File: src/rtl/trax_pkg.sv
// Trax tile codes, legal-type mask helpers and scanner state encoding.
// Mask bit i stands for tile code i+1. Shared with the tile_check responder.
package trax_pkg;

    localparam logic [2:0] TILE_EMPTY          = 3'd0;
    localparam logic [2:0] TILE_SLASH_UP       = 3'd1;
    localparam logic [2:0] TILE_SLASH_DOWN     = 3'd2;
    localparam logic [2:0] TILE_PLUS_VRT       = 3'd3;
    localparam logic [2:0] TILE_PLUS_HZ        = 3'd4;
    localparam logic [2:0] TILE_BACKSLASH_UP   = 3'd5;
    localparam logic [2:0] TILE_BACKSLASH_DOWN = 3'd6;

    localparam int MASK_W = 6;

    typedef enum logic [3:0] {
        S_IDLE, S_RD_C, S_RD_U, S_RD_D, S_RD_L, S_RD_R,
        S_CAP, S_CHECK, S_WAIT_END, S_WRITE, S_NEXT, S_DONE
    } scan_state_e;

    function automatic logic [MASK_W-1:0] code_to_mask(input logic [2:0] code);
        logic [MASK_W-1:0] m;
        m = '0;
        for (int i = 0; i < MASK_W; i++) begin
            if (code == 3'(i + 1)) m[i] = 1'b1;
        end
        return m;
    endfunction

    // Lowest set bit wins; callers only use this on one-hot masks.
    function automatic logic [2:0] mask_to_code(input logic [MASK_W-1:0] mask);
        logic [2:0] code;
        code = TILE_EMPTY;
        for (int i = MASK_W - 1; i >= 0; i--) begin
            if (mask[i]) code = 3'(i + 1);
        end
        return code;
    endfunction

    function automatic logic [2:0] popcount6(input logic [MASK_W-1:0] mask);
        logic [2:0] n;
        n = '0;
        for (int i = 0; i < MASK_W; i++) begin
            n = n + {2'b00, mask[i]};
        end
        return n;
    endfunction

endpackage

File: src/rtl/trax_nbr_addr.sv
// Board address of a cell and its four neighbours, with on-board flags.
// Addresses of off-board neighbours are meaningless and must be gated by the flag.
module trax_nbr_addr #(
    parameter  int BOARD_W = 8,
    parameter  int BOARD_H = 8,
    localparam int AW      = $clog2(BOARD_W * BOARD_H),
    localparam int RW      = $clog2(BOARD_H),
    localparam int CLW     = $clog2(BOARD_W)
) (
    input  logic [RW-1:0]  row_i,
    input  logic [CLW-1:0] col_i,
    output logic [AW-1:0]  c_addr_o,
    output logic [AW-1:0]  up_addr_o,
    output logic [AW-1:0]  dn_addr_o,
    output logic [AW-1:0]  lf_addr_o,
    output logic [AW-1:0]  rt_addr_o,
    output logic           up_ok_o,
    output logic           dn_ok_o,
    output logic           lf_ok_o,
    output logic           rt_ok_o
);

    int c_int;

    always_comb begin
        c_int     = int'(row_i) * BOARD_W + int'(col_i);
        c_addr_o  = AW'(c_int);
        up_addr_o = AW'(c_int - BOARD_W);
        dn_addr_o = AW'(c_int + BOARD_W);
        lf_addr_o = AW'(c_int - 1);
        rt_addr_o = AW'(c_int + 1);
        up_ok_o   = (row_i != '0);
        dn_ok_o   = (row_i != RW'(BOARD_H - 1));
        lf_ok_o   = (col_i != '0);
        rt_ok_o   = (col_i != CLW'(BOARD_W - 1));
    end

endmodule

File: src/rtl/trax_forced_move_scanner.sv
// Repeatedly scans the board, asks tile_check for the legal types of each empty
// cell with a neighbour, and writes back every cell that has exactly one legal type.
module trax_forced_move_scanner
    import trax_pkg::*;
#(
    parameter  int BOARD_W  = 8,
    parameter  int BOARD_H  = 8,
    parameter  int TIMEOUT  = 15,
    parameter  int MAX_PASS = 16,
    localparam int AW       = $clog2(BOARD_W * BOARD_H),
    localparam int CW       = $clog2(BOARD_W * BOARD_H + 1)
) (
    input  logic          clock_i,
    input  logic          reset_i,
    input  logic          scan_start_i,
    output logic          scan_busy_o,
    output logic          scan_done_o,
    output logic          scan_error_o,
    output logic [CW-1:0] forced_count_o,
    output logic [AW-1:0] rd_addr_o,
    input  logic [2:0]    rd_data_i,
    output logic          wr_en_o,
    output logic [AW-1:0] wr_addr_o,
    output logic [2:0]    wr_data_o,
    output logic          chk_start_o,
    output logic [2:0]    chk_up_o,
    output logic [2:0]    chk_down_o,
    output logic [2:0]    chk_left_o,
    output logic [2:0]    chk_right_o,
    input  logic [5:0]    chk_tile_type_i,
    input  logic          chk_end_i
);

    localparam int RW  = $clog2(BOARD_H);
    localparam int CLW = $clog2(BOARD_W);
    localparam int PW  = $clog2(MAX_PASS + 1);
    localparam int TW  = $clog2(TIMEOUT + 1);

    scan_state_e    state_q, state_d;
    logic [RW-1:0]  row_q, row_d;
    logic [CLW-1:0] col_q, col_d;
    logic [PW-1:0]  pass_q, pass_d;
    logic           dirty_q, dirty_d;
    logic [TW-1:0]  tmo_q, tmo_d;
    logic [2:0]     up_q, up_d, dn_q, dn_d, lf_q, lf_d, rt_q, rt_d;
    logic [2:0]     code_q, code_d;
    logic [CW-1:0]  count_q, count_d;
    logic           err_q, err_d;

    logic [AW-1:0]  c_addr, up_addr, dn_addr, lf_addr, rt_addr;
    logic           up_ok, dn_ok, lf_ok, rt_ok;

    trax_nbr_addr #(.BOARD_W(BOARD_W), .BOARD_H(BOARD_H)) u_nbr (
        .row_i     (row_q),
        .col_i     (col_q),
        .c_addr_o  (c_addr),
        .up_addr_o (up_addr),
        .dn_addr_o (dn_addr),
        .lf_addr_o (lf_addr),
        .rt_addr_o (rt_addr),
        .up_ok_o   (up_ok),
        .dn_ok_o   (dn_ok),
        .lf_ok_o   (lf_ok),
        .rt_ok_o   (rt_ok)
    );

    always_ff @(posedge clock_i or posedge reset_i) begin
        if (reset_i) begin
            state_q <= S_IDLE;
            row_q   <= '0;
            col_q   <= '0;
            pass_q  <= '0;
            dirty_q <= 1'b0;
            tmo_q   <= '0;
            up_q    <= TILE_EMPTY;
            dn_q    <= TILE_EMPTY;
            lf_q    <= TILE_EMPTY;
            rt_q    <= TILE_EMPTY;
            code_q  <= TILE_EMPTY;
            count_q <= '0;
            err_q   <= 1'b0;
        end else begin
            state_q <= state_d;
            row_q   <= row_d;
            col_q   <= col_d;
            pass_q  <= pass_d;
            dirty_q <= dirty_d;
            tmo_q   <= tmo_d;
            up_q    <= up_d;
            dn_q    <= dn_d;
            lf_q    <= lf_d;
            rt_q    <= rt_d;
            code_q  <= code_d;
            count_q <= count_d;
            err_q   <= err_d;
        end
    end

    // Each RD_x state captures the word requested by the previous state.
    always_comb begin
        state_d   = state_q;
        row_d     = row_q;
        col_d     = col_q;
        pass_d    = pass_q;
        dirty_d   = dirty_q;
        tmo_d     = tmo_q;
        up_d      = up_q;
        dn_d      = dn_q;
        lf_d      = lf_q;
        rt_d      = rt_q;
        code_d    = code_q;
        count_d   = count_q;
        err_d     = err_q;
        rd_addr_o = '0;
        wr_en_o   = 1'b0;
        wr_addr_o = '0;
        wr_data_o = TILE_EMPTY;

        case (state_q)
            S_IDLE: begin
                if (scan_start_i) begin
                    state_d = S_RD_C;
                    row_d   = '0;
                    col_d   = '0;
                    pass_d  = '0;
                    dirty_d = 1'b0;
                    count_d = '0;
                    err_d   = 1'b0;
                end
            end
            S_RD_C: begin
                rd_addr_o = c_addr;
                state_d   = S_RD_U;
            end
            S_RD_U: begin
                if (rd_data_i != TILE_EMPTY) begin
                    state_d = S_NEXT;
                end else begin
                    if (up_ok) rd_addr_o = up_addr;
                    state_d = S_RD_D;
                end
            end
            S_RD_D: begin
                up_d    = up_ok ? rd_data_i : TILE_EMPTY;
                if (dn_ok) rd_addr_o = dn_addr;
                state_d = S_RD_L;
            end
            S_RD_L: begin
                dn_d    = dn_ok ? rd_data_i : TILE_EMPTY;
                if (lf_ok) rd_addr_o = lf_addr;
                state_d = S_RD_R;
            end
            S_RD_R: begin
                lf_d    = lf_ok ? rd_data_i : TILE_EMPTY;
                if (rt_ok) rd_addr_o = rt_addr;
                state_d = S_CAP;
            end
            S_CAP: begin
                rt_d    = rt_ok ? rd_data_i : TILE_EMPTY;
                state_d = ((up_q | dn_q | lf_q | rt_d) == 3'd0) ? S_NEXT : S_CHECK;
            end
            S_CHECK, S_WAIT_END: begin
                // chk_end takes priority over an expiring timeout in the same cycle.
                if (chk_end_i) begin
                    if (popcount6(chk_tile_type_i) == 3'd1) begin
                        code_d  = mask_to_code(chk_tile_type_i);
                        state_d = S_WRITE;
                    end else begin
                        state_d = S_NEXT;
                    end
                end else if (state_q == S_CHECK) begin
                    tmo_d   = TW'(1);
                    state_d = (TIMEOUT <= 1) ? S_NEXT : S_WAIT_END;
                end else if (tmo_q == TW'(TIMEOUT - 1)) begin
                    state_d = S_NEXT;
                end else begin
                    tmo_d = tmo_q + TW'(1);
                end
            end
            S_WRITE: begin
                wr_en_o   = 1'b1;
                wr_addr_o = c_addr;
                wr_data_o = code_q;
                dirty_d   = 1'b1;
                if (count_q != CW'(BOARD_W * BOARD_H)) count_d = count_q + CW'(1);
                state_d   = S_NEXT;
            end
            S_NEXT: begin
                state_d = S_RD_C;
                if (col_q != CLW'(BOARD_W - 1)) begin
                    col_d = col_q + CLW'(1);
                end else begin
                    col_d = '0;
                    if (row_q != RW'(BOARD_H - 1)) begin
                        row_d = row_q + RW'(1);
                    end else begin
                        row_d = '0;
                        if (!dirty_q) begin
                            state_d = S_DONE;
                        end else begin
                            dirty_d = 1'b0;
                            pass_d  = pass_q + PW'(1);
                            if (pass_q == PW'(MAX_PASS - 1)) begin
                                err_d   = 1'b1;
                                state_d = S_DONE;
                            end
                        end
                    end
                end
            end
            S_DONE: begin
                state_d = S_IDLE;
            end
            default: begin
                state_d = S_IDLE;
            end
        endcase
    end

    assign scan_busy_o    = (state_q != S_IDLE) && (state_q != S_DONE);
    assign scan_done_o    = (state_q == S_DONE);
    assign scan_error_o   = err_q;
    assign forced_count_o = count_q;
    assign chk_start_o    = (state_q == S_CHECK) || (state_q == S_WAIT_END);
    assign chk_up_o       = up_q;
    assign chk_down_o     = dn_q;
    assign chk_left_o     = lf_q;
    assign chk_right_o    = rt_q;

endmodule

File: config.mk
export PLATFORM = sky130hd
export DESIGN_NAME = trax_forced_move_scanner
export DESIGN_NICKNAME = d
export VERILOG_FILES = /design/src/rtl/trax_pkg.sv /design/src/rtl/trax_nbr_addr.sv /design/src/rtl/trax_forced_move_scanner.sv
export SDC_FILE = /design/constraint.sdc
export NUM_CORES = 1
export LEC_CHECK = 0
export ABC_AREA = 0
export ABC_CLOCK_PERIOD_IN_PS = 2700
export BUFFER_PORTS_ARGS = -buffer_cell sky130_fd_sc_hd__buf_4
export CAP_MARGIN = 10
export CORE_MARGIN = 2
export CORE_UTILIZATION = 40
export DETAILED_ROUTE_END_ITERATION = 10
export GPL_TIMING_DRIVEN = 0
export HOLD_SLACK_MARGIN = 0.12
export PLACE_DENSITY = 0.67
export SYNTH_ARGS = -nofsm -noshare
export SYNTH_HDL_FRONTEND = slang
export SYNTH_SLANG_ARGS = --single-unit
File: constraint.sdc
create_clock -name clock_i -period 2.7 [get_ports clock_i]
set_clock_uncertainty 0.05 [all_clocks]
set_input_delay 0.405 -clock clock_i [delete_from_list [all_inputs] [get_ports clock_i]]
set_output_delay 0.405 -clock clock_i [all_outputs]
set_load 0.005 [all_outputs]
==> results of run 1 <==
final cells by class:
class	count	area (um2)
Clock buffer	6	82.6
Sequential cell	43	1080
Inverter	28	115
Buffer	13	70.1
Timing Repair Buffer	54	443
Fill cell	713	3470
Multi-Input combinational cell	251	1750
Tap cell	99	124
Clock inverter	2	38.8
repair_timing:
action | in CTS | in global routing
pin swaps | 5 | 1
resized for setup | 11 | 13
endpoints found under the setup margin | 11 | 10
setup buffers | 1 | 0
endpoints found under the hold margin | 20 | 0
hold buffers | 1 | 0
worst min-delay path by stage:
stage,cells past startpoint,slack [ns],endpoint
3_3_place_gp,2,0.41,pass_q[4]$_DFFE_PP0P_
3_5_place_dp,2,0.42,forced_count_o[1]$_DFFE_PP0P_
4_1_cts,3,0.35,chk_up_o[2]$_DFFE_PP0P_
2_1_floorplan,2,0.40,pass_q[4]$_DFFE_PP0P_
6_report,3,0.35,chk_right_o[0]$_DFFE_PP0P_
5_1_grt,3,0.36,chk_up_o[2]$_DFFE_PP0P_
kinds of logic after synthesis:
| family | after synthesis | synth area share |
|---|---|---|
| AOI/OAI and AO/OA | 70 | 0.165 |
| xor gates and xnor gates | 5 | 0.0149 |
| adders and majority gates | 20 | 0.0929 |
| buffers and inverters | 42 | 0.0597 |
| DFF | 43 | 0.367 |
| muxes | 7 | 0.0256 |
| and+or+nand+nor | 149 | 0.276 |
metrics by stage:
stage	setup TNS, ns	instance area [um2]	util	total power, mW	hold slack (ns)
after floorplan	-0.665	2950	-	1.82	0.399
after global placement	-1.88	3450	0.481	2.27	0.409
after detailed placement	-2.04	3480	0.485	2.30	0.417
after CTS	-0.255	3670	0.511	2.88	0.350
after global routing	-0.672	3700	0.516	3.12	0.361
final	-0.182	3700	0.516	2.88	0.350
cells in the mapped netlist, types with 3 or more instances:
cell type,n
o211ai_1,3
nand4bb_1,3
nand2_1,42
dfrtp_1,43
and3_1,4
a21oi_1,5
mux2_2,4
nand2b_1,17
nand3_1,12
fa_1,3
ha_1,17
or3_1,5
mux2i_1,3
nand4_1,3
nor3_1,10
buf_2,8
inv_1,27
o21ai_0,22
clkbuf_1,5
a31oi_1,8
and2_1,6
nor2_1,25
o31ai_1,6
xnor2_1,3
worst min-delay path, cell delays in order:
cell and delay [ns]:
buf_4 0.14, nand2b_1 0.06, o21ai_0 0.06
flip-flops by register name (all words and copies together), names as in the netlist, 3 cells and up:
register / count
tmo_q: 4
chk_up_o: 3
forced_count_o: 7
chk_down_o: 3
code_q: 3
state_q: 4
chk_right_o: 3
row_q: 3
col_q: 3
chk_left_o: 3
pass_q: 5
report_power, final:
part	leakage (nW)	internal [mW]	switching (mW)
combinational	1.09	0.635	0.705
clock	0.0618	0.304	0.235
sequential	0.567	0.836	0.167
cell usage in the layout (no fill, tap or decap), types with 3 or more instances in the layout:
cell type  synthesis  final
a21oi_1            5      5
inv_1             27     23
nand4_1            3      3
fa_1               3      3
mux2i_1            3      3
nor2_1            25     23
o21ai_0           22     22
o211ai_1           3      3
and2_1             6      6
ha_2               0      4
clkbuf_8           0      6
xnor2_1            3      3
clkbuf_1           5      3
nand3_1           12     12
or3_1              5      5
ha_1              17     13
and3_1             4      4
nand2_1           42     42
nor3_1            10     10
o31ai_1            6      6
a31oi_1            8      8
dfrtp_1           43     41
buf_2              8      8
buf_4              0     50
mux2_2             4      4
nand2b_1          17     17
metal layers:
metal  global-route usage  part of all wire  vias to the layer above
met5                    0                 0                        -
met4               0.0421            0.0093                        0
met3               0.0283             0.029                        6
met2                0.309              0.49                       36
met1                0.245              0.47                     1269
li1                     -                 -                     1309
==> impl_metrics.py, run 1 <==
metrics = {
    "run_status": {
        "outcome": "finished, violations left",
        "violations": "setup timing",
    },
    "routing": {
        "drc": 0,
        "ant_nets": 0,
        "vias": 2620,
        "wl_per_cell_um": 14.1,
        "vias_per_cell": 5.28,
        "drt_iter0_drc": 105,
        "drt_wl_total_um": 6970,
        "first_pass_iters": 4,
    },
    "global_routing": {
        "antenna_found_initial": 0,
        "grt_max_degree": 24,
        "grt_pass1_wl_um": 11500,
        "overflow": 0,
        "track_usage": 0.182,
        "grt_pass1_vias": 2442,
    },
    "setup_path": {
        "reg2reg_to": "forced_count_o[2]$_DFFE_PP0P_",
        "timing.rr.start": "state_q[2]$_DFFE_PP0P_",
        "crit_buf_inv": 3,
        "critPathKind": "input pin to flop",
        "critPathMaxFanout": 3,
        "worst-path-stages": 11,
        "cp_common_cell": "fa_1",
        "worst_setup_path_start_kind": "input pin",
        "cpPeakStageDelay_ns": 0.53,
        "cp-startpoint": "chk_tile_type_i[0]",
        "slowest_stage": "fa_1",
        "r2r_setup_slack_ns": 0.60,
        "reg2reg_depth": 7,
        "worstPathCellList": "buf_8 > inv_4 > fa_1 > fa_1 > inv_1 > ha_2 > fa_1 > nand4bb_4 > a31oi_1 > or3_1 > a31oi_1",
        "arrival_ns": 2.91,
        "cp_top_family": "adder cells",
        "critPathCapture": "state_q[1]$_DFFE_PP0P_",
        "required_ns": 2.87,
        "endpoint_kind": "flop",
    },
    "synth": {
        "synth_top_area_share": 0.367,
        "avgSynthCellArea_um2": 8.74,
        "yosysSeqAreaShare": 0.367,
        "yosys_most_used_dff": "dfrtp_1",
        "ys_types": 62,
        "syn-num-nets": 369,
        "synth.largest_area_cell": "dfrtp_1",
        "synthCells": 336,
        "async_flop_share": 1.00,
        "synth_area_leaders": "dfrtp_1 37%, ha_1 7.2%, nand2_1 5.4%",
        "ys_warn_count": 0,
        "synth_edf_count": 0,
        "synthesis.area_um2": 2940,
        "ys_ff_latch": 43,
    },
    "sta": {
        "slew_headroom": 0.602,
        "fmax_mhz": 365,
        "setup-violations-final": 5,
        "finalMaxSlewViolations": 0,
        "rsz0062_at_grt": "yes",
        "worst_pin_slew_ns": 0.595,
        "period_share": 1.02,
        "finalHoldViolCount": 0,
        "fin_ws_ns": -0.0425,
        "min_period_ns": 2.74,
    },
    "die": {
        "start_util": 0.409,
        "ioPinCount": 52,
        "die_y_um": 89.7,
        "dieWidth_um": 89.7,
        "num_rows": 31,
        "fp.coreArea_um2": 7180,
        "die-area_um2": 8040,
    },
    "min_path": {
        "min_path_type": "input pin to flop",
        "hp-start": "rd_data_i[0]",
    },
    "clock_network": {
        "cts.reportedPaths.clkPinSlew_ns": 0.09,
        "cts.sinks": 43,
        "cts_made_buffers": 5,
        "clock_path_buffers": 2,
        "clock_latency_ns": 0.30,
        "cts_tree": "done",
        "htree_levels": 2,
        "root_buffer": "clkbuf_8",
    },
    "placement": {
        "place.gp.congestion": 0.807,
        "post-place-ws_ns": -0.449,
        "dp_hpwl_um": 5270,
        "dp_cells": 487,
        "io_buffers": 51,
    },
    "job": {
        "max_cap_viol_count": 0,
    },
    "pwr": {
        "irDropWorstVdd_mv": 0.286,
        "powerDensity_nw_per_um2": 779,
        "leakagePower_nw": 1.72,
    },
    "finish": {
        "layout.nets": 429,
        "drive_gt1_frac": 0.259,
        "area_growth_pct": 26.1,
        "finalNonFillerCells": 496,
        "antenna-diode-count": 0,
    },
}
(Power assumes the default switching activity.)
==> run 2: changes to the inputs <==
--- a/config.mk
+++ b/config.mk
@@ -10,11 +10,11 @@
 export BUFFER_PORTS_ARGS = -buffer_cell sky130_fd_sc_hd__buf_4
 export CAP_MARGIN = 10
 export CORE_MARGIN = 2
-export CORE_UTILIZATION = 40
+export CORE_UTILIZATION = 30
 export DETAILED_ROUTE_END_ITERATION = 10
 export GPL_TIMING_DRIVEN = 0
 export HOLD_SLACK_MARGIN = 0.12
-export PLACE_DENSITY = 0.67
+export PLACE_DENSITY = 0.55
 export SYNTH_ARGS = -nofsm -noshare
 export SYNTH_HDL_FRONTEND = slang
 export SYNTH_SLANG_ARGS = --single-unit
==> run 2 against run 1 <==
  * The flow still finishes with violations (setup timing)
  * Setup slack got worse by 0.0035 ns
  * Maximum frequency shrank 0.13%
  * Largest power group unchanged
  * Flip-flop and latch count did not move
  * Worst hold slack improved by 0.016 ns
  * Highest routed layer unchanged
==> impl_metrics.py, run 2 (synthesized netlist as in run 1, its figures left out) <==
metrics = {
    "run_status": {
        "outcome": "finished, violations left",
        "violations": "setup timing",
    },
    "global_routing": {
        "grt_pass1_vias": 2445,
        "overflow": 0,
        "track_usage": 0.144,
        "grt_pass1_wl_um": 12000,
        "antenna_found_initial": 0,
        "grt_max_degree": 24,
    },
    "pwr": {
        "powerDensity_nw_per_um2": 746,
        "pwr-share-seq": 0.359,
        "intPower_mw": 1.71,
        "switching_share": 0.390,
        "irDropWorstVdd_mv": 0.269,
        "netSwitchingPower_mw": 1.09,
        "p_comb_frac": 0.482,
        "leakagePower_nw": 1.73,
        "clock_power_share": 0.159,
    },
    "setup_path": {
        "cp_common_cell": "fa_1",
        "arrival_ns": 2.91,
        "required_ns": 2.87,
        "cp-startpoint": "chk_tile_type_i[0]",
        "critPathKind": "input pin to flop",
        "endpoint_kind": "flop",
        "worstPathCellList": "buf_8 > inv_4 > fa_1 > fa_1 > inv_1 > ha_2 > fa_1 > nand4bb_4 > a31oi_1 > or3_1 > a31oi_1",
        "cpPeakStageDelay_ns": 0.51,
        "timing.rr.start": "state_q[2]$_DFFE_PP0P_",
        "slowest_stage": "fa_1",
        "worst_setup_path_start_kind": "input pin",
        "critPathMaxFanout": 3,
    },
    "routing": {
        "dr_wl_met3_um": 230,
        "drt_wl_total_um": 7240,
        "drt_iter0_drc": 95,
        "wl_met1_um": 3540,
        "vias_per_cell": 4.89,
        "ant_nets": 0,
        "met2_wirelength_um": 3410,
        "drc": 0,
        "first_pass_iters": 4,
        "wl_per_cell_um": 13.6,
        "top_layer_used": "met4",
        "vias": 2613,
    },
    "die": {
        "num_rows": 36,
        "die_y_um": 103,
        "ioPinCount": 52,
        "fp.coreArea_um2": 9640,
        "dieWidth_um": 103,
        "start_util": 0.305,
        "die-area_um2": 10600,
    },
    "min_path": {
        "hp-start": "rd_data_i[2]",
        "min_path_type": "input pin to flop",
    },
    "sta": {
        "worst_pin_slew_ns": 0.631,
        "fin_ws_ns": -0.0460,
        "slew_headroom": 0.578,
        "min_period_ns": 2.75,
        "finalHoldViolCount": 0,
        "period_share": 1.02,
        "fmax_mhz": 364,
        "finalMaxSlewViolations": 0,
        "setup-violations-final": 2,
        "rsz0062_at_grt": "yes",
        "fin_setup_tns_ns": -0.0594,
    },
    "finish": {
        "area_growth_pct": 28.3,
        "antenna-diode-count": 0,
        "most-common-layout-cells": "53 x buf_4, 41 x nand2_1, 40 x dfrtp_1",
        "mostFrequentLayoutCell": "buf_4",
        "largest_reg_flops": 7,
        "drive_gt1_frac": 0.274,
        "final_core_util": 0.391,
        "layout.nets": 433,
    },
    "clock_network": {
        "htree_levels": 2,
        "cts.reportedPaths.clkPinSlew_ns": 0.08,
        "root_buffer": "clkbuf_8",
        "clock_latency_ns": 0.29,
        "cts_made_buffers": 5,
        "cts.sinks": 43,
        "cts_tree": "done",
        "clock_path_buffers": 2,
    },
    "placement": {
        "io_buffers": 51,
        "dp_hpwl_um": 5480,
        "place.gp.congestion": 0.811,
    },
    "job": {
        "max_cap_viol_count": 0,
    },
}
[run 2: layout make-up]
cell class	count	area [um2]
buffer	13	70.1
clock buffer	8	100
fill	1019	5870
inverter	28	115
multi-input combinational	251	1760
sequential	43	1080
tap	133	166
timing repair buffer	58	469
[run 2: worst max-delay path, delay by kind of cell]
kind	cells	cell delay, ns
and+or+nand+nor	2	0.51
AOI/OAI and AO/OA	2	0.20
buffers and inverters	3	0.16
adders and majority gates	4	1.64
[run 2: through the flow]
stage               cells  total power [mW]  worst slack (ns)  hold WS, ns  cell area [um2]
floorplan             336              1.82            -0.175        0.399             2950
global placement      520              2.28            -0.406        0.411             3490
detailed placement    521              2.31            -0.469        0.420             3510
CTS                   531              2.82           -0.0808        0.356             3700
global route          534              3.07            -0.140        0.369             3760
finish                534              2.81           -0.0460        0.365             3760
[run 2: worst paths after layout]
kind	to	slack, ns	depth (start not counted)
hold / removal	chk_down_o[2]$_DFFE_PP0P_	0.37	3
max in group asynchronous	col_q[0]$_DFFE_PP0P_	1.44	4
setup / recovery	state_q[1]$_DFFE_PP0P_	-0.05	11
min in group asynchronous	tmo_q[0]$_DFFE_PP0P_	0.65	3
setup reg to reg	forced_count_o[2]$_DFFE_PP0P_	0.62	7
hold reg to reg	chk_right_o[2]$_DFFE_PP0P_	0.44	2
[run 2: what timing repair did]
item	in CTS	in global routing
hold buffers	1	0
hold endpoints to repair	20	0
buffers inserted	2	3
pin swaps	4	4
gates resized for setup	15	15
setup endpoints to repair	11	11
[run 2: routing by layer]
layer  vias to the layer above  GRT usage
met4                         0     0.0425
met5                         -          0
met3                         5     0.0231
met2                        39      0.230
li1                       1318          -
met1                      1251      0.201
[run 2: power groups by stage]
stage | Clock [mW] | Sequential [mW] | Combinational, mW
after global routing | 0.489 | 1.04 | 1.54
after CTS | 0.471 | 1.01 | 1.34
final | 0.447 | 1.01 | 1.35
after detailed placement | 0 | 1.02 | 1.29
after global placement | 0 | 1.01 | 1.27
after floorplan | 0 | 0.986 | 0.833
==> run 3: changes to the inputs <==
--- a/config.mk
+++ b/config.mk
@@ -10,11 +10,11 @@
 export BUFFER_PORTS_ARGS = -buffer_cell sky130_fd_sc_hd__buf_4
 export CAP_MARGIN = 10
 export CORE_MARGIN = 2
-export CORE_UTILIZATION = 30
+export CORE_UTILIZATION = 56
 export DETAILED_ROUTE_END_ITERATION = 10
 export GPL_TIMING_DRIVEN = 0
 export HOLD_SLACK_MARGIN = 0.12
-export PLACE_DENSITY = 0.55
+export PLACE_DENSITY = 0.87
 export SYNTH_ARGS = -nofsm -noshare
 export SYNTH_HDL_FRONTEND = slang
 export SYNTH_SLANG_ARGS = --single-unit
==> constraint.sdc (replaced) <==
create_clock -name clock_i -period 2.7 [get_ports clock_i]
set_clock_uncertainty 0.05 [all_clocks]
set_input_delay 0.405 -clock clock_i [delete_from_list [all_inputs] [get_ports clock_i]]
set_output_delay 0.405 -clock clock_i [all_outputs]
set_load 0.1 [all_outputs]
==> run 3 against run 2 <==
  * The run still ends with setup timing left
  * Final cell count decreased by 12%
  * Combinational power up 90%
  * Setup slack worse by 0.11 ns
  * Sequential share of layout area increased by 0.071 points
  * Register-to-register slack better by 0.03 ns
  * Sequential power about the same
  * Non-clock buffer count is 3 lower
  * Utilization grew 35 points
==> impl_metrics.py, run 3 (synthesized netlist as in run 1, its figures left out) <==
metrics = {
    "setup_path": {
        "cp_common_cell": "fa_1",
        "slowest_stage": "fa_1",
        "r2r_setup_slack_ns": 0.65,
        "reg2reg_to": "pass_q[3]$_DFFE_PP0P_",
        "crit_buf_inv": 3,
        "critPathKind": "input pin to flop",
        "arrival_ns": 3.02,
        "timing.rr.start": "row_q[1]$_DFFE_PP0P_",
        "worst_setup_path_start_kind": "input pin",
        "cp_top_family": "adder cells",
        "endpoint_kind": "flop",
        "worstPathCellList": "buf_8 > inv_4 > fa_1 > fa_1 > inv_1 > ha_2 > fa_1 > nand4bb_4 > a221oi_2 > o21bai_1 > a31oi_1",
        "required_ns": 2.87,
        "reg2reg_depth": 6,
        "worst-path-stages": 11,
        "cpPeakStageDelay_ns": 0.50,
        "critPathMaxFanout": 3,
    },
    "finish": {
        "area_growth_pct": 28.1,
        "mostFrequentLayoutCell": "buf_4",
        "final_core_util": 0.741,
        "antenna-diode-count": 0,
        "most-common-layout-cells": "48 x buf_4, 41 x nand2_1, 39 x dfrtp_1",
        "final_area_um2": 3760,
        "largest_reg_flops": 7,
        "drive_gt1_frac": 0.294,
        "layout.nets": 430,
    },
    "routing": {
        "vias_per_cell": 5.95,
        "vias": 2786,
        "top_layer_used": "met4",
        "drt_iter0_drc": 216,
        "ant_nets": 0,
        "met2_wirelength_um": 3810,
        "dr_wl_met3_um": 406,
        "wl_met1_um": 3030,
        "first_pass_iters": 5,
        "drc": 0,
        "drt_wl_total_um": 7400,
        "wl_per_cell_um": 15.8,
    },
    "die": {
        "die-area_um2": 5840,
        "dieWidth_um": 76.4,
        "start_util": 0.578,
        "num_rows": 26,
        "fp.coreArea_um2": 5070,
        "die_y_um": 76.4,
        "ioPinCount": 52,
    },
    "clock_network": {
        "cts.reportedPaths.clkPinSlew_ns": 0.08,
        "htree_levels": 2,
        "ctsHoldBuffers": 0,
        "clock_latency_ns": 0.30,
        "cts_tree": "done",
        "clock_path_buffers": 2,
        "cts_made_buffers": 5,
        "cts.sinks": 43,
        "root_buffer": "clkbuf_8",
    },
    "min_path": {
        "min_path_type": "input pin to async pin",
    },
    "sta": {
        "period_share": 1.06,
        "fmax_mhz": 351,
        "finalMaxSlewViolations": 0,
        "setup-violations-final": 5,
        "fin_ws_ns": -0.152,
        "rsz0062_at_grt": "yes",
        "worst_pin_slew_ns": 0.897,
        "slew_headroom": 0.401,
        "min_period_ns": 2.85,
        "finalHoldViolCount": 0,
    },
    "global_routing": {
        "grt_pass1_wl_um": 12400,
        "grt_max_degree": 44,
        "grt_pass1_vias": 2670,
        "track_usage": 0.260,
        "overflow": 0,
        "antenna_found_initial": 0,
    },
    "pwr": {
        "total_power_mw": 3.96,
        "irDropWorstVdd_mv": 0.734,
        "leakagePower_nw": 1.74,
        "powerDensity_nw_per_um2": 1050,
    },
    "placement": {
        "dp_hpwl_um": 5170,
        "post-place-ws_ns": -0.499,
        "place.gp.congestion": 0.901,
        "placed_area_um2": 3460,
        "io_buffers": 51,
    },
    "run_status": {
        "violations": "setup timing",
        "outcome": "finished, violations left",
    },
    "job": {
        "max_cap_viol_count": 0,
    },
}
==> run 3: cell count changes in the layout (fill, tap and decap cells not counted), sizes merged <==
cell / previous run / this run
dlygate4sd3: 1 / 0
buf: 66 / 65
clkinv: 1 / 2
clkbuf: 12 / 10
==> run 3: timing repair <==
| item | 4_1_cts | 5_1_grt |
|---|---|---|
| hold endpoints to repair | 0 | 0 |
| gates resized for setup | 26 | 19 |
| pin swaps | 8 | 5 |
| setup endpoints to repair | 11 | 13 |
| gates cloned | 0 | 0 |
| buffers inserted | 4 | 1 |
==> run 3: worst reg2reg max path, stage by stage (launching register included) <==
cell	delay, ns
dfrtp_2	0.41
ha_1	0.19
ha_1	0.35
and2_1	0.23
o221ai_2	0.21
or3_1	0.39
a21oi_1	0.15
==> run 3: layer usage <==
metal | track usage | vias to the layer above
met5 | 0 | -
met4 | 0.0800 | 0
li1 | - | 1314
met3 | 0.0533 | 22
met2 | 0.466 | 116
met1 | 0.314 | 1334
==> run 3: power breakdown <==
| group | switching [mW] | internal, mW |
|---|---|---|
| combinational | 1.86 | 0.704 |
| sequential | 0.168 | 0.837 |
| clock | 0.213 | 0.182 |
| total | 2.24 | 1.72 |
==> run 3: worst max path at each step <==
stage                             endpoint                    from  slack [ns]
finish              state_q[0]$_DFFE_PP0P_      chk_tile_type_i[0]       -0.15
global route        state_q[0]$_DFFE_PP0P_      chk_tile_type_i[0]       -0.23
CTS                 state_q[0]$_DFFE_PP0P_      chk_tile_type_i[0]       -0.06
detailed placement  state_q[0]$_DFFE_PP0P_      chk_tile_type_i[1]       -0.50
global placement    state_q[0]$_DFFE_PP0P_      chk_tile_type_i[1]       -0.46
floorplan                     rd_addr_o[4]  state_q[1]$_DFFE_PP0P_       -0.52
==> run 3: stage by stage <==
step	TNS (ns)	cells	hold WS, ns
after CTS	-0.0623	468	0.287
after global routing	-1.08	468	0.329
after global placement	-1.80	457	0.410
after detailed placement	-2.02	457	0.432
final	-0.590	468	0.251
after floorplan	-1.69	336	0.399
==> run 3: cell type report <==
class / instances / area (um2)
fill: 383 / 1320
clock buffer: 7 / 76.3
sequential: 43 / 1080
tap: 70 / 87.6
buffer: 12 / 73.8
clock inverter: 1 / 5.00
inverter: 28 / 119
timing repair buffer: 56 / 488
multi-input combinational: 251 / 1830
